`src/rtl/cpu_pkg.sv`:
```
// Shared CPU defaults: address width, sequential increment and reset vector.
package cpu_pkg;

  localparam int unsigned N   = 32;
  localparam int unsigned INC = 4;

  typedef logic [N-1:0] addr_t;

  localparam addr_t RESET_PC = '0;

endpackage

```
`src/rtl/adder.sv`:
```
// Catalog adder: C = A + B, modulo 2^N.
module adder #(
  parameter int unsigned N = 32
) (
  input  logic [N-1:0] A,
  input  logic [N-1:0] B,
  output logic [N-1:0] C
);

  assign C = A + B;

endmodule

```
`src/rtl/ras_stack.sv`:
```
// Circular return-address stack. A push when full overwrites the oldest entry.
// push and pop in the same cycle replace the top entry in place.
module ras_stack #(
  parameter int unsigned RAS_DEPTH = 4,
  parameter int unsigned N         = 32
) (
  input  logic         clk,
  input  logic         rst,
  input  logic         push,
  input  logic         pop,
  input  logic [N-1:0] din,
  output logic [N-1:0] top,
  output logic         empty,
  output logic         full
);

  localparam int unsigned PW = $clog2(RAS_DEPTH);
  localparam int unsigned CW = $clog2(RAS_DEPTH + 1);
  localparam logic [CW-1:0] CMAX = CW'(RAS_DEPTH);

  logic [N-1:0]  mem [RAS_DEPTH];
  logic [PW-1:0] tp;
  logic [CW-1:0] cnt;
  logic [PW-1:0] wr_idx;

  assign top    = mem[tp];
  assign empty  = (cnt == '0);
  assign full   = (cnt == CMAX);
  // A plain push writes one slot above the top; a replace writes the top itself.
  assign wr_idx = pop ? tp : tp + PW'(1);

  // Top pointer wraps freely; count saturates at RAS_DEPTH.
  always_ff @(posedge clk) begin
    if (rst) begin
      tp  <= '0;
      cnt <= '0;
    end else if (push && !pop) begin
      tp <= tp + PW'(1);
      if (!full) cnt <= cnt + CW'(1);
    end else if (pop && !push && !empty) begin
      tp  <= tp - PW'(1);
      cnt <= cnt - CW'(1);
    end
  end

  // Entry storage; contents are meaningless while count is zero, so no reset.
  always_ff @(posedge clk) begin
    if (!rst && push) mem[wr_idx] <= din;
  end

endmodule

```
`src/rtl/program_counter.sv`:
```
// Program-counter register stage with a circular return-address stack.
// Optional target alignment check: define PC_ALIGN_CHECK_EN to add the
// 'misaligned' output and suppress branches/calls to targets not a multiple of INC.
module program_counter #(
  parameter int unsigned   N         = cpu_pkg::N,
  parameter logic [N-1:0]  RESET_PC  = N'(cpu_pkg::RESET_PC),
  parameter int unsigned   INC       = cpu_pkg::INC,
  parameter int unsigned   RAS_DEPTH = 4
) (
  input  logic         clk,
  input  logic         rst,
  input  logic         en,
  input  logic         branch_taken,
  input  logic         call,
  input  logic         ret,
  input  logic [N-1:0] branch_target,
  output logic [N-1:0] pc,
  output logic [N-1:0] pc_plus_inc,
  output logic         ras_empty,
  output logic         ras_full,
  output logic         ret_fault
`ifdef PC_ALIGN_CHECK_EN
  ,
  output logic         misaligned
`endif
);

  localparam logic [N-1:0] INC_V = N'(INC);

  logic [N-1:0] pc_next;
  logic [N-1:0] ras_top;
  logic         push;
  logic         pop;
  logic         fault_next;
  logic         target_ok;

  adder #(.N(N)) u_adder (
    .A (pc),
    .B (INC_V),
    .C (pc_plus_inc)
  );

  ras_stack #(.RAS_DEPTH(RAS_DEPTH), .N(N)) u_ras (
    .clk   (clk),
    .rst   (rst),
    .push  (push),
    .pop   (pop),
    .din   (pc_plus_inc),
    .top   (ras_top),
    .empty (ras_empty),
    .full  (ras_full)
  );

`ifdef PC_ALIGN_CHECK_EN
  localparam logic [N-1:0] ALIGN_MASK = INC_V - N'(1);
  logic mis_next;

  assign target_ok = ((branch_target & ALIGN_MASK) == '0);
  // Only a call or a lone branch actually consumes the target.
  assign mis_next  = en && (call || (branch_taken && !ret)) && !target_ok;

  // One-cycle flag for a suppressed misaligned target.
  always_ff @(posedge clk) begin
    if (rst) misaligned <= 1'b0;
    else     misaligned <= mis_next;
  end
`else
  assign target_ok = 1'b1;
`endif

  // Next-PC selection and RAS control. call+ret folds into the call arm:
  // push together with pop replaces the top; with an empty RAS it is a plain push.
  always_comb begin
    pc_next    = pc_plus_inc;
    push       = 1'b0;
    pop        = 1'b0;
    fault_next = 1'b0;
    if (ret && !call) begin
      if (!ras_empty) begin
        pop     = en;
        pc_next = ras_top;
      end else begin
        fault_next = en;
      end
    end else if ((call || branch_taken) && target_ok) begin
      pc_next = branch_target;
      push    = en && call;
      pop     = en && call && ret && !ras_empty;
    end
  end

  // PC register and return-fault pulse; a stall holds pc and clears the pulse.
  always_ff @(posedge clk) begin
    if (rst) begin
      pc        <= RESET_PC;
      ret_fault <= 1'b0;
    end else begin
      if (en) pc <= pc_next;
      ret_fault <= fault_next;
    end
  end

endmodule

```
`config.mk`:
```
export PLATFORM = sky130hd
export DESIGN_NAME = program_counter
export DESIGN_NICKNAME = d
export VERILOG_FILES = /design/src/rtl/cpu_pkg.sv /design/src/rtl/adder.sv /design/src/rtl/ras_stack.sv /design/src/rtl/program_counter.sv
export SDC_FILE = /design/constraint.sdc
export NUM_CORES = 1
export LEC_CHECK = 0
export CORE_MARGIN = 2
export CORE_UTILIZATION = 45
export DETAILED_ROUTE_END_ITERATION = 8
export HOLD_SLACK_MARGIN = 0.02
export PLACE_DENSITY_LB_ADDON = 0.08
export SLEW_MARGIN = 5
export SYNTH_ARGS = -nofsm -noshare
export SYNTH_HDL_FRONTEND = slang
export SYNTH_HIERARCHICAL = 1
export SYNTH_SLANG_ARGS = --single-unit
```
`constraint.sdc`:
```
create_clock -name clk -period 8.5 [get_ports clk]
set_input_delay 2.125 -clock clk [delete_from_list [all_inputs] [get_ports clk]]
set_output_delay 2.125 -clock clk [all_outputs]
set_load 0.1 [all_outputs]
```
### After elaboration in Yosys (flattened, before gate mapping)

Memories as Yosys holds them, arrays and structs flattened. A register that Yosys moved wholly into a read port is not among the register bits.
Index checks and enable logic that the tools add are counted.

* register bits after elaboration: 38
* memory bits (writable): 128
* bits of input ports: 38
* output and inout bits: 67
* word-level logic and storage cells: 50
* memories: 1

Memories
* u_ras.mem: words 4, bits a word 32, read ports 1, clocked after memory_dff 1, wr ports 1, RTL line ras_stack.sv:21 `logic [N-1:0] mem [RAS_DEPTH];`

* $add $sub $neg: 5
* eq/ne operators: 2
* mux-type cells: 18
* bitwise gates (word level): 2
* reductions and logical operators: 18

Operators with widths (count)
* 32-bit two-way mux: 3
* 32-bit by 3-bit adder with 32-bit output (second input constant): 1
* 2-bit two-way mux: 5
* 3-bit two-way mux: 3
* 1-bit logical AND: 8
* 1-bit two-way mux: 7
* 1-bit zero test: 5
* 3-bit by 1-bit adder with 3-bit output (second input constant): 1
* 3-bit == test (second input constant): 1
* 3-bit zero test: 1
* 3-bit OR reduction: 1
* 3-bit by 1-bit subtractor with 3-bit output (second input constant): 1
* 2-bit by 1-bit adder with 2-bit output (second input constant): 1
* 2-bit != test (second input constant): 1
* 1-bit NOT: 2
* 2-bit AND reduction: 1
* 2-bit nonzero test: 1
* 2-bit by 1-bit subtractor with 2-bit output (second input constant): 1
* 1-bit logical OR: 1

### Logic depth before layout (Yosys ltp)

* depth in word-level cells: 11
* depth in mapped cells: 13
* depth with buffers taken out: 12

### Modules after synthesis

The synthesis kept the hierarchy.

Modules (own cells, without submodules)
* ras_stack: times used 1, cells each 223, area an instance 5122.4 µm², seq. area each 3983.8 µm²
* program_counter: times used 1, cells each 234, area an instance 2098.3 µm², seq. area each 660.6 µm²
* adder: times used 1, cells each 241, area an instance 1744.2 µm², seq. area each 0.0 µm²

### Worst setup path after synthesis

No wires, ideal clock.

* path type: reg2out
* start: register pc[10]
* end: output pc_plus_inc[30]
* arrival time: 4744 ps
* data required time: 6375 ps
* slack: 1631 ps
* stages on the path, launching flop included: 8
* path buffers: 0
* cells stage by stage: dfxtp_1 > ha_1 > and3_1 > and2_1 > nand3_1 > o221ai_1 > a31oi_1 > o311ai_1

* cells in the longest elaborated chain, start to end: 1

RTL lines
* start, declared: RTL line program_counter.sv:17 `output logic [N-1:0] pc,`
* start signal, assigned: RTL line program_counter.sv:98 `if (en) pc <= pc_next;`
* 32-bit by 3-bit adder with 32-bit output: RTL line adder.sv:10 `assign C = A + B;`
* end, declared: RTL line program_counter.sv:18 `output logic [N-1:0] pc_plus_inc,`

Every way passes these cells.

### Final worst setup path

* start: register pc[2]
* end: output pc_plus_inc[30]

The elaborated chain is that of the path after synthesis.

==> results.txt <==
The number of buffer and inverter instances along the worst setup path works out to 1. Among all flip-flop cells after synthesis, the most frequent one is sky130_fd_sc_hd__edfxtp_1. The die covers 21070 µm².

Routed length per instance: 20.16 µm. The cell area after placement was 10320 µm²; the finished layout cell area was 10880 µm². A synthesized cell averages 12.84 µm². The run gives 6326 as the total via count in the routed design. Fill cells in the final layout number 1673. The number of hold violations in the final report came out at 0. Library cell with the largest summed area after synthesis: sky130_fd_sc_hd__edfxtp_1. The data required time of the critical path is 6.38 ns.

The area overhead of the layout relative to synthesis was 21.37%. 105 I/O pins were placed. The DRC violations left was 0; the average via count per standard cell was 5.777. The first-pass GRT wire length is 35.69 mm. By area the synthesized netlist is led by sky130_fd_sc_hd__edfxtp_1, sky130_fd_sc_hd__dfxtp_1, sky130_fd_sc_hd__mux4_2. In this run the horizontal extent of the chip is 145.1 µm. The path type of the worst setup path is flop to primary output. The sequential cell area was 4646 µm². The number of input and output port buffers inserted is 104. The repair_antennas step left the layout with diodes totalling 0. Summed over all failing endpoints, the final setup total negative slack is 0 ns. The flop and latch count out of synthesis came out at 168. The total power divided by cell area was 246.1 nW/µm²; the largest fanout on the critical path was 7.

Setup violations remaining at the end of the flow were counted as 0. Clock tree synthesis found a total of 168 sinks. The logs give 442 for the initial detailed-routing violation count and 66 for the count of different cell masters after synthesis.

Entering global routing, the biggest net connects 68 pins. The buffer type at the clock tree root is sky130_fd_sc_hd__clkbuf_16. Area share of the largest cell type after synthesis: 0.4288.

After global routing the overflow that remains totals 0. Buffers inserted during clock tree synthesis total 17. TritonCTS built the clock tree.

The cts-stage hold buffer count was 0; the worst-case headroom to the max-slew limit was 0.3069. The logs give 6 for the number of warnings issued by yosys and 0 for the total of max-cap violations. The floorplan step set the die height to 145.1 µm. The sequential fraction of the synthesis area was 0.5181. The part of the cycle the worst path needs is 0.7427, and the detailed-routing wirelength on met1 is 10.51 mm. The routed design uses 819 µm of met3 wire. The run finished with clean final reports.

Element type at the critical path start: a flop. At the pin with the least slew margin, the transition time is 1.036 ns. After detailed routing, no signal wire sits above met4. The starting density of the core is 0.4591. The run gives 0 as the total of cells resized after clock tree synthesis.

The most numerous cell in the Yosys netlist was sky130_fd_sc_hd__edfxtp_1. Data arrives at the worst endpoint at 4.19 ns. The worst setup path is captured at a primary output. The clock period minus worst slack came out at 6.313 ns. The tools report the peak clock frequency supported by timing as 158.4 MHz. After floorplanning, the core was sized to cover 19530 µm². The proportion of layout cells with a drive suffix above 1 is 0.1590. Clock-pin slew of the registers on the worst-case setup and hold paths: 0.07 ns. The area used by multi-input combinational logic was 4173 µm². Final max-slew violation count: 0. In the detailed route, the total length drawn on met2 is 10.60 mm.

IR analysis of the VDD net gives a maximum drop of 0.1503 mV. Setup repair after global routing left no endpoint under its margin. The run gives 0 as the setup fix buffers added after clock tree synthesis. The number of synthesized flops with an enable pin works out to 128. The cell area that synthesis handed to floorplanning was 8965 µm². The share of async-settable or async-resettable flops after synthesis was 0; the standard-cell row count was 51. For this run, the post-layout net count is 888.

The slowest stage of the critical path belongs to the cell sky130_fd_sc_hd__clkdlybuf4s50_1. The total routing resource utilization after global routing is 0.2146, and the final weighted congestion in routability-driven placement is 0.8734. Iteration count of the initial detailed-routing pass: 4. For the static leakage, the log shows 3.761 nW.

Once detail routing completed, the nets flagged for antenna violations numbered 0. After technology mapping, the gate count stands at 698. The worst hold path belongs to the class flop to flop. For the setup clock skew after layout, the log shows 0.01383 ns. The signal on the critical path passes through ha_1, a21o_1, a31o_2, nand3_1, o221ai_1, a31oi_1, o311ai_1, clkdlybuf4s50_1. The initial antenna violation count came out at 0. No sink is reached through more buffers than the 2 on the longest clock path. The total wire length was 22.08 mm.

The kind of cell with the highest combined delay along the critical path is compound AO/OA/AOI/OAI gates. The clock reaches the later pin of the worst-skew pair after 0.43 ns. By count the netlist is led by sky130_fd_sc_hd__edfxtp_1, sky130_fd_sc_hd__nor2_1, sky130_fd_sc_hd__dfxtp_1. The maximum level of the CTS H-tree was 4; the highest cell delay on the worst timing path was 1.28 ns. The HPWL after detailed placement is 13.75 mm. Number of global-route vias before repair: 6493.
logic make-up (layout without fill, tap and decap cells):
logic type | Yosys count | count (layout) | share of synthesized area
muxes | 40 | 40 | 0.08988
AOI/OAI and AO/OA | 205 | 205 | 0.1900
DFF | 168 | 168 | 0.5181
adders and majority gates | 33 | 33 | 0.04689
and+or+nand+nor | 159 | 159 | 0.09169
other | 2 | 33 | 0.0008377
xor gates and xnor gates | 32 | 32 | 0.03126
buffers and inverters | 59 | 160 | 0.03140
cell type report:
class | count | share of cell area
clock buffer | 20 | 0.04105
clock inverter | 12 | 0.01081
inverter | 12 | 0.004140
multi-input combinational | 502 | 0.3835
sequential | 168 | 0.4270
tap | 265 | 0.03047
timing repair buffer | 116 | 0.1030
sequential cells by signal, summed over array words and instances (netlist names), named ones only:
register	flops
pc	32
ret_fault	1
u_ras/cnt	3
u_ras/mem	128
u_ras/tp	2
path summary, 6_finish.rpt:
path,from,cells past startpoint,slack [ns],endpoint
worst min-delay path,pc[6],2,0.54,pc[6]
worst min register to register,pc[6],2,0.54,pc[6]
worst max register to register,pc[2],12,5.16,pc[31]
worst max-delay path,pc[2],8,2.19,pc_plus_inc[30]
layer usage:
layer  up-vias  GRT usage
met4         0    0.05343
met5         -          0
met1      3201     0.2982
li1       2994          -
met3        10    0.03302
met2       121     0.3557
cells in the final DEF (no fill, tap or decap), types with 4 or more instances in the layout:
cell type                           n
sky130_fd_sc_hd__a2111oi_2         30
sky130_fd_sc_hd__a211oi_1          37
sky130_fd_sc_hd__a21o_1            19
sky130_fd_sc_hd__a21oi_1           31
sky130_fd_sc_hd__buf_4             12
sky130_fd_sc_hd__clkbuf_16         17
sky130_fd_sc_hd__clkdlybuf4s50_1  102
sky130_fd_sc_hd__clkinvlp_4         7
sky130_fd_sc_hd__conb_1            33
sky130_fd_sc_hd__dfxtp_1           39
sky130_fd_sc_hd__edfxtp_1         128
sky130_fd_sc_hd__ha_1              32
sky130_fd_sc_hd__inv_1             10
sky130_fd_sc_hd__mux2_1             4
sky130_fd_sc_hd__mux2i_1            4
sky130_fd_sc_hd__mux4_2            32
sky130_fd_sc_hd__nand2_1           20
sky130_fd_sc_hd__nand3_1           11
sky130_fd_sc_hd__nand4_1            8
sky130_fd_sc_hd__nor2_1            51
sky130_fd_sc_hd__nor2b_1           38
sky130_fd_sc_hd__nor3_1             4
sky130_fd_sc_hd__o211ai_1           4
sky130_fd_sc_hd__o21ai_0           15
sky130_fd_sc_hd__o21bai_1           4
sky130_fd_sc_hd__o22ai_1           32
sky130_fd_sc_hd__or2_2              4
sky130_fd_sc_hd__xnor2_1           15
sky130_fd_sc_hd__xor2_1            17
stage by stage:
stage,cells,power [W],utilization,hold WS [ns],setup slack (ns)
2_1_floorplan,729,0.001732,-,0.4925,1.631
3_3_place_gp,1063,0.001931,0.5283,0.5273,2.761
3_5_place_dp,1063,0.001943,0.5283,0.5446,2.658
4_1_cts,1095,0.002693,0.5572,0.5545,2.187
5_1_grt,1095,0.002783,0.5572,0.5738,1.949
6_report,1095,0.002678,0.5572,0.5442,2.187
power by group:
part	internal (W)	switching (W)
registers	0.000958	0.0000204
logic	0.000243	0.000712
clock network	0.000414	0.000331
total	0.00162	0.00106
worst register-to-register path, cell delays in order, from the launching register on:
cell and delay (ns):
sky130_fd_sc_hd__dfxtp_1 0.33, sky130_fd_sc_hd__ha_1 0.36, sky130_fd_sc_hd__o211ai_1 0.11, sky130_fd_sc_hd__o21ai_2 0.26
sky130_fd_sc_hd__o21bai_4 0.11, sky130_fd_sc_hd__a22oi_4 0.26, sky130_fd_sc_hd__a311oi_4 0.16, sky130_fd_sc_hd__o311a_1 0.34
sky130_fd_sc_hd__or3_1 0.50, sky130_fd_sc_hd__nor4_1 0.32, sky130_fd_sc_hd__a21oi_1 0.07, sky130_fd_sc_hd__o21ai_0 0.17
sky130_fd_sc_hd__a2111oi_0 0.17
Note: power is estimated with default switching activity, not from simulation.
